## src/rtl/pixel_fetch_if.sv

```systemverilog
// rtl/pixel_fetch_if.sv - bus bundle between pixel_fetch, timing controller, frame buffer and DAC
//
// Purpose : groups the raster position, frame controls, memory read port and
//           colour outputs of the pixel fetch stage.
// Ports   : master = pixel_fetch side, slave = surrounding system side.
//   hcount, vcount      raster position from the timing controller
//   img_sel, fmt        requested image / format (latched once per frame)
//   pixel               memory read data
//   adr, rd_en          memory read address and strobe
//   pixel_r/g/b         8-bit colour to the video DAC
//   frame_start         one-cycle pulse on frame latch
//   img_cur             image currently displayed
interface pixel_fetch_if #(
  parameter int ADDR_W = 32,
  parameter int PIX_W  = 9,
  parameter int SEL_W  = 1
) ();
  logic [9:0]        hcount;
  logic [9:0]        vcount;
  logic [SEL_W-1:0]  img_sel;
  logic              fmt;
  logic [PIX_W-1:0]  pixel;
  logic [ADDR_W-1:0] adr;
  logic              rd_en;
  logic [7:0]        pixel_r;
  logic [7:0]        pixel_g;
  logic [7:0]        pixel_b;
  logic              frame_start;
  logic [SEL_W-1:0]  img_cur;

  modport master (
    input  hcount, vcount, img_sel, fmt, pixel,
    output adr, rd_en, pixel_r, pixel_g, pixel_b, frame_start, img_cur
  );

  modport slave (
    output hcount, vcount, img_sel, fmt, pixel,
    input  adr, rd_en, pixel_r, pixel_g, pixel_b, frame_start, img_cur
  );
endinterface

```

## src/rtl/pixel_fetch.sv

```systemverilog
// rtl/pixel_fetch.sv - frame-buffer pixel fetch with latency compensation and colour expansion
//
// Purpose : issues one read per active raster position into the selected
//           image buffer, delays an active flag to meet the returned data and
//           expands the byte to 8-bit R/G/B (grayscale or RGB332). Image and
//           format are latched on the first blank line so frames never tear.
// Ports   :
//   clk     system clock, rising edge
//   rst_n   asynchronous active-low reset
//   bus     pixel_fetch_if.master (raster in, memory port, colour out)
// Latency : raster position at cycle t -> adr/rd_en at t+1 -> colour at
//           t+2+RD_LATENCY.
module pixel_fetch #(
  parameter int                H_ACTIVE     = 640,
  parameter int                V_ACTIVE     = 480,
  parameter int                ADDR_W       = 32,
  parameter int                PIX_W        = 9,
  parameter int                NUM_IMAGES   = 2,
  parameter logic [ADDR_W-1:0] BASE_ADDR    = '0,
  parameter logic [ADDR_W-1:0] IMAGE_STRIDE = ADDR_W'(307210),
  parameter int                RD_LATENCY   = 1,
  localparam int               SEL_W        = (NUM_IMAGES > 1) ? $clog2(NUM_IMAGES) : 1
) (
  input logic            clk,
  input logic            rst_n,
  pixel_fetch_if.master  bus
);

  localparam logic [10:0] H_LIM = 11'(H_ACTIVE);
  localparam logic [10:0] V_LIM = 11'(V_ACTIVE);

  logic [ADDR_W-1:0]   r_adr;
  logic                r_rd_en;
  logic [7:0]          r_pixel_r;
  logic [7:0]          r_pixel_g;
  logic [7:0]          r_pixel_b;
  logic                r_frame_start;
  logic [SEL_W-1:0]    r_img_cur;
  logic                r_fmt_cur;
  logic [ADDR_W-1:0]   r_img_base;
  // Active flag and its format travel together so in-flight pixels keep
  // the format they were fetched under even if a latch happens meanwhile.
  logic [RD_LATENCY:0] r_act;
  logic [RD_LATENCY:0] r_fmt_pipe;

  logic                w_active;
  logic                w_latch;
  logic [SEL_W-1:0]    w_img_next;
  logic [ADDR_W-1:0]   w_base_next;
  logic [ADDR_W-1:0]   w_addr;
  logic [7:0]          w_p;
  logic [7:0]          w_r;
  logic [7:0]          w_g;
  logic [7:0]          w_b;
  logic                w_unused_pix;

  // Anything at or beyond the active limits (including 1023) is blank.
  assign w_active = ({1'b0, bus.hcount} < H_LIM) && ({1'b0, bus.vcount} < V_LIM);
  assign w_latch  = ({1'b0, bus.vcount} == V_LIM) && (bus.hcount == 10'd0);

  // Out-of-range selections fall back to image 0.
  assign w_img_next  = (32'(bus.img_sel) < 32'(NUM_IMAGES)) ? bus.img_sel : '0;
  assign w_base_next = BASE_ADDR + ADDR_W'(w_img_next) * IMAGE_STRIDE;
  assign w_addr      = r_img_base + ADDR_W'(bus.vcount) * ADDR_W'(H_ACTIVE)
                     + ADDR_W'(bus.hcount);

  assign w_p          = bus.pixel[7:0];
  assign w_unused_pix = ^bus.pixel;

  always_comb begin
    w_r = w_p;
    w_g = w_p;
    w_b = w_p;
    if (r_fmt_pipe[RD_LATENCY]) begin
      // RGB332: replicate each field's MSBs to fill 8 bits.
      w_r = {w_p[7:5], w_p[7:5], w_p[7:6]};
      w_g = {w_p[4:2], w_p[4:2], w_p[4:3]};
      w_b = {w_p[1:0], w_p[1:0], w_p[1:0], w_p[1:0]};
    end
  end

  always_ff @(posedge clk or negedge rst_n) begin
    if (!rst_n) begin
      r_adr         <= '0;
      r_rd_en       <= 1'b0;
      r_pixel_r     <= 8'h00;
      r_pixel_g     <= 8'h00;
      r_pixel_b     <= 8'h00;
      r_frame_start <= 1'b0;
      r_img_cur     <= '0;
      r_fmt_cur     <= 1'b0;
      r_img_base    <= BASE_ADDR;
      r_act         <= '0;
      r_fmt_pipe    <= '0;
    end else begin
      r_frame_start <= w_latch;
      if (w_latch) begin
        r_img_cur  <= w_img_next;
        r_fmt_cur  <= bus.fmt;
        r_img_base <= w_base_next;
      end

      // Address holds its last value through blanking.
      r_rd_en <= w_active;
      if (w_active) begin
        r_adr <= w_addr;
      end

      r_act      <= {r_act[RD_LATENCY-1:0], w_active};
      r_fmt_pipe <= {r_fmt_pipe[RD_LATENCY-1:0], r_fmt_cur};

      // Last flag stage lines up with the memory data of the same pixel.
      if (r_act[RD_LATENCY]) begin
        r_pixel_r <= w_r;
        r_pixel_g <= w_g;
        r_pixel_b <= w_b;
      end else begin
        r_pixel_r <= 8'h00;
        r_pixel_g <= 8'h00;
        r_pixel_b <= 8'h00;
      end
    end
  end

  assign bus.adr         = r_adr;
  assign bus.rd_en       = r_rd_en;
  assign bus.pixel_r     = r_pixel_r;
  assign bus.pixel_g     = r_pixel_g;
  assign bus.pixel_b     = r_pixel_b;
  assign bus.frame_start = r_frame_start;
  assign bus.img_cur     = r_img_cur;

endmodule

```

## src/flat_wrapper.sv

```systemverilog
// flat-port wrapper written by rule: the top's interface ports become plain ports
module pixel_fetch_flat 
#(
  parameter int                H_ACTIVE     = 640,
  parameter int                V_ACTIVE     = 480,
  parameter int                ADDR_W       = 32,
  parameter int                PIX_W        = 9,
  parameter int                NUM_IMAGES   = 2,
  parameter logic [ADDR_W-1:0] BASE_ADDR    = '0,
  parameter logic [ADDR_W-1:0] IMAGE_STRIDE = ADDR_W'(307210),
  parameter int                RD_LATENCY   = 1,
  localparam int               SEL_W        = (NUM_IMAGES > 1) ? $clog2(NUM_IMAGES) : 1
)
  (clk, rst_n, bus_hcount, bus_vcount, bus_img_sel, bus_fmt, bus_pixel, bus_adr, bus_rd_en, bus_pixel_r, bus_pixel_g, bus_pixel_b, bus_frame_start, bus_img_cur);
  pixel_fetch_if #(.ADDR_W(ADDR_W), .PIX_W(PIX_W), .SEL_W(1)) bus_i ();
  input logic clk;
  input logic rst_n;
  input wire logic [$bits(bus_i.hcount)-1:0] bus_hcount;
  input wire logic [$bits(bus_i.vcount)-1:0] bus_vcount;
  input wire logic [$bits(bus_i.img_sel)-1:0] bus_img_sel;
  input wire logic [$bits(bus_i.fmt)-1:0] bus_fmt;
  input wire logic [$bits(bus_i.pixel)-1:0] bus_pixel;
  output wire logic [$bits(bus_i.adr)-1:0] bus_adr;
  output wire logic [$bits(bus_i.rd_en)-1:0] bus_rd_en;
  output wire logic [$bits(bus_i.pixel_r)-1:0] bus_pixel_r;
  output wire logic [$bits(bus_i.pixel_g)-1:0] bus_pixel_g;
  output wire logic [$bits(bus_i.pixel_b)-1:0] bus_pixel_b;
  output wire logic [$bits(bus_i.frame_start)-1:0] bus_frame_start;
  output wire logic [$bits(bus_i.img_cur)-1:0] bus_img_cur;
  assign bus_i.hcount = bus_hcount;
  assign bus_i.vcount = bus_vcount;
  assign bus_i.img_sel = bus_img_sel;
  assign bus_i.fmt = bus_fmt;
  assign bus_i.pixel = bus_pixel;
  assign bus_adr = bus_i.adr;
  assign bus_rd_en = bus_i.rd_en;
  assign bus_pixel_r = bus_i.pixel_r;
  assign bus_pixel_g = bus_i.pixel_g;
  assign bus_pixel_b = bus_i.pixel_b;
  assign bus_frame_start = bus_i.frame_start;
  assign bus_img_cur = bus_i.img_cur;
  pixel_fetch #(.H_ACTIVE(H_ACTIVE), .V_ACTIVE(V_ACTIVE), .ADDR_W(ADDR_W), .PIX_W(PIX_W), .NUM_IMAGES(NUM_IMAGES), .BASE_ADDR(BASE_ADDR), .IMAGE_STRIDE(IMAGE_STRIDE), .RD_LATENCY(RD_LATENCY)) u_core (.clk(clk), .rst_n(rst_n), .bus(bus_i));
endmodule
```

## config.mk

```make
export PLATFORM = sky130hd
export DESIGN_NAME = pixel_fetch_flat
export DESIGN_NICKNAME = d
export VERILOG_FILES = /design/src/rtl/pixel_fetch_if.sv /design/src/rtl/pixel_fetch.sv /design/src/flat_wrapper.sv
export SDC_FILE = /design/constraint.sdc
export NUM_CORES = 1
export LEC_CHECK = 0
export ABC_AREA = 0
export BUFFER_PORTS_ARGS = -buffer_cell sky130_fd_sc_hd__buf_2
export CAP_MARGIN = 20
export CORE_MARGIN = 1
export CORE_UTILIZATION = 38
export DETAILED_ROUTE_END_ITERATION = 10
export GPL_ROUTABILITY_DRIVEN = 0
export MAX_ROUTING_LAYER = met4
export PLACE_DENSITY = 0.64
export REMOVE_ABC_BUFFERS = 1
export SYNTH_ARGS = -nofsm -noshare
export SYNTH_HDL_FRONTEND = slang
export SYNTH_SLANG_ARGS = --single-unit
```

## constraint.sdc

```tcl
create_clock -name clk -period 6 [get_ports clk]
set_input_delay 1.2 -clock clk [delete_from_list [all_inputs] [get_ports clk]]
set_output_delay 1.2 -clock clk [all_outputs]
set_load 0.01 [all_outputs]
```

==> out/qor.yml <==
run_status:
  outcome: "completed"
placement:
  port_buffers: 80
  dpl.hpwl_um: 5145
timing:
  setup_tns_ps: 0
  period_needed_ps: 4312
  finalHoldWorstSlack_ps: 356.8
  setup_viol: 0
  finClkSkew_ps: 4.080
  finalHoldViolCount: 0
  slew_violations: 0
  timing.final.crit_share_pct: 71.87
  rsz0062_at_grt: "no"
  clock.fmax_ghz: 0.2319
  worstMarginPinSlew_ps: 662.6
  relSlewSlack_pct: 55.83
global_routing:
  first_global_vias: 2407
  grt_max_degree: 54
  grt_usage_pct: 16.05
  global_route.overflow_total: 0
  grt_pass1_wl_um: 11010
  antenna_found_initial: 0
drt:
  top_layer_used: "met4"
  viasPerCell: 4.898
  drtIter0Drc: 75
  met2WireLength_um: 3079
  drcViolationCount: 0
  wl_met3_um: 240
  avgRoutedWirePerCell_um: 12.67
  via_count: 2508
  routed_wl_um: 6489
  wl_met1_um: 3154
  dr.pass1.iters: 4
  ant_nets: 0
critical_path:
  startpoint: "bus_vcount[1]"
  cp_max_fo: 6
  r2r_setup_slack_ps: 3230
  r2r-start: "u_core.r_img_base[18]"
  path_class: "input port to flip-flop"
  cp_common_cell: "ha_1"
  r2r_end: "u_core.bus.adr[17]"
  crit_chain: "buf_2, ha_1, ha_1, fa_1, a211oi_2, o21ai_1, a21oi_1, o21ai_0, xor2_1, ha_1, o2111a_1, o22ai_1, a311oi_2, xnor2_1, o21ai_1"
  arrival_ps: 4490
  slowest_delay_ps: 420
  reg2reg_depth: 10
  endpoint: "u_core.bus.adr[19]"
  crit_path_end_kind: "flip-flop"
  slowest_stage: "fa_1"
  worstPathRequired_ps: 6180
  cp-start-kind: "input port"
floorplanning:
  core-area_um2: 8217
  pin_count: 92
  dieArea_um2: 8834
  die_w_um: 93.99
  row_count: 33
  dieHeight_um: 93.99
  start_util_pct: 39.14
cells_and_area:
  seq_area_um2: 1326
  post-route-util_pct: 45.93
  fillCellCount: 827
  drive_above_1_share_pct: 24.57
  multi_input_area_um2: 1747
  final_cell_mix: "buf_2, dfrtp_1, nand2_1, ha_1, o21ai_0"
  diodes: 0
  fin_nets: 467
  final_common_cell: "buf_2"
  syn_to_final_growth_pct: 17.35
clock_tree:
  cts_max_level: 2
  numCtsBuffers: 5
  clock_latency_ps: 300
  postCtsSetupRepairBufs: 0
  clkTransAtPathRegs_ps: 90
  cts-root-buf: "clkbuf_8"
  cts_sinks: 53
  hold_buffers: 0
  cts_tree: "yes"
  post_cts_resize_count: 0
  cts.path.max_buffers: 2
synth:
  synthArstFlopShare_pct: 100.0
  synth_edf_count: 0
  ys_ff_latch: 53
  synthCells: 331
  synth_top_area_share_pct: 41.25
  ys_top_cells_by_area: "dfrtp_1, ha_1, nand2_1, xnor2_1, a21boi_0"
  synth_warnings: 0
  syn_area_um2: 3216
  yosysUniqueCellTypes: 51
  avgSynthCellArea_um2: 9.715
  yosys.area.top_type: "dfrtp_1"
  ys.flop_type: "dfrtp_1"
  synth-seq-area-share_pct: 41.25
worst_hold_path:
  hp-class: "flip-flop to flip-flop"
pwr:
  cellLeakagePower_nw: 1.908
  peakVddDrop_uv: 110.3
  power_density_nw_per_um2: 241.7
flow_run:
  drv_cap: 0
synth_stat cells, drive strengths merged, types with 4 or more instances:
master	number
xor2	10
nand3	9
o21ai	24
buf	12
nor2	15
nand2	46
dfrtp	53
nor3	6
a21boi	14
a21oi	9
mux2	4
clkbuf	11
xnor2	15
and2	11
inv	10
nand2b	9
ha	26
nand4	4
kinds of logic after synthesis:
logic type	count (synthesis)	synth area share [%]
adders and majority gates	28	11.36
xor gates and xnor gates	25	6.809
and+or+nand+nor	112	16.61
buffers and inverters	33	5.486
other	1	0.1166
muxes	7	2.335
DFF	53	41.25
AOI/OAI and AO/OA	72	16.03
sequential cells by signal, summed over array words and instances, names as in the netlist:
| register | count |
|---|---|
| u_core.r_act | 2 |
| u_core.r_fmt_pipe | 2 |
| u_core.r_fmt_cur | 1 |
| u_core.bus.pixel_r | 8 |
| u_core.bus.pixel_b | 8 |
| u_core.bus.pixel_g | 8 |
| u_core.bus.adr | 22 |
| u_core.bus.frame_start | 1 |
| u_core.r_img_base | 1 |
worst min-delay path by stage:
stage                                     from                    to  slack [ps]  depth (start not counted)
after floorplan           u_core.r_fmt_pipe[0]  u_core.r_fmt_pipe[1]         330                          0
after global placement    u_core.r_fmt_pipe[0]  u_core.r_fmt_pipe[1]         330                          0
after detailed placement  u_core.r_fmt_pipe[0]  u_core.r_fmt_pipe[1]         340                          0
after CTS                 u_core.r_fmt_pipe[0]  u_core.r_fmt_pipe[1]         360                          0
after global routing      u_core.r_fmt_pipe[0]  u_core.r_fmt_pipe[1]         380                          0
final                     u_core.r_fmt_pipe[0]  u_core.r_fmt_pipe[1]         360                          0
critical path, delay by kind of cell:
kind,cells,cell delay (ps)
AOI/OAI and AO/OA,8,1510
adders and majority gates,4,1340
xor gates and xnor gates,2,310
buffers and inverters,1,120
where the power goes:
| part | total, mW | internal (mW) | switching (mW) |
|---|---|---|---|
| clock network | 0.247 | 0.136 | 0.111 |
| registers | 0.411 | 0.392 | 0.0182 |
| logic | 0.254 | 0.106 | 0.148 |
| total | 0.912 | 0.635 | 0.277 |
area by class of cell:
cell class | instances | share of cell area [%]
multi-input cells | 254 | 46.29
flip-flops and latches | 53 | 35.15
repair buffers | 82 | 11.01
well taps | 105 | 3.481
clock buffers | 7 | 2.288
inverters | 10 | 0.9947
clock inverters | 1 | 0.7958
metal layers:
metal,vias to the layer above,GRT usage [%]
met5,-,-
met4,0,3.462
met3,2,2.589
met2,60,27.19
met1,1164,20.19
li1,1282,-
stage by stage:
step | worst slack, ps | power, mW | cells | cell area (um^2)
finish | 1688 | 0.9119 | 512 | 3774
global route | 1489 | 0.9765 | 512 | 3774
CTS | 1700 | 0.9236 | 512 | 3774
detailed placement | 1390 | 0.6749 | 504 | 3657
global placement | 1449 | 0.6690 | 504 | 3657
floorplan | 1775 | 0.5819 | 317 | 3110
Note: power is estimated with default switching activity, not from simulation.
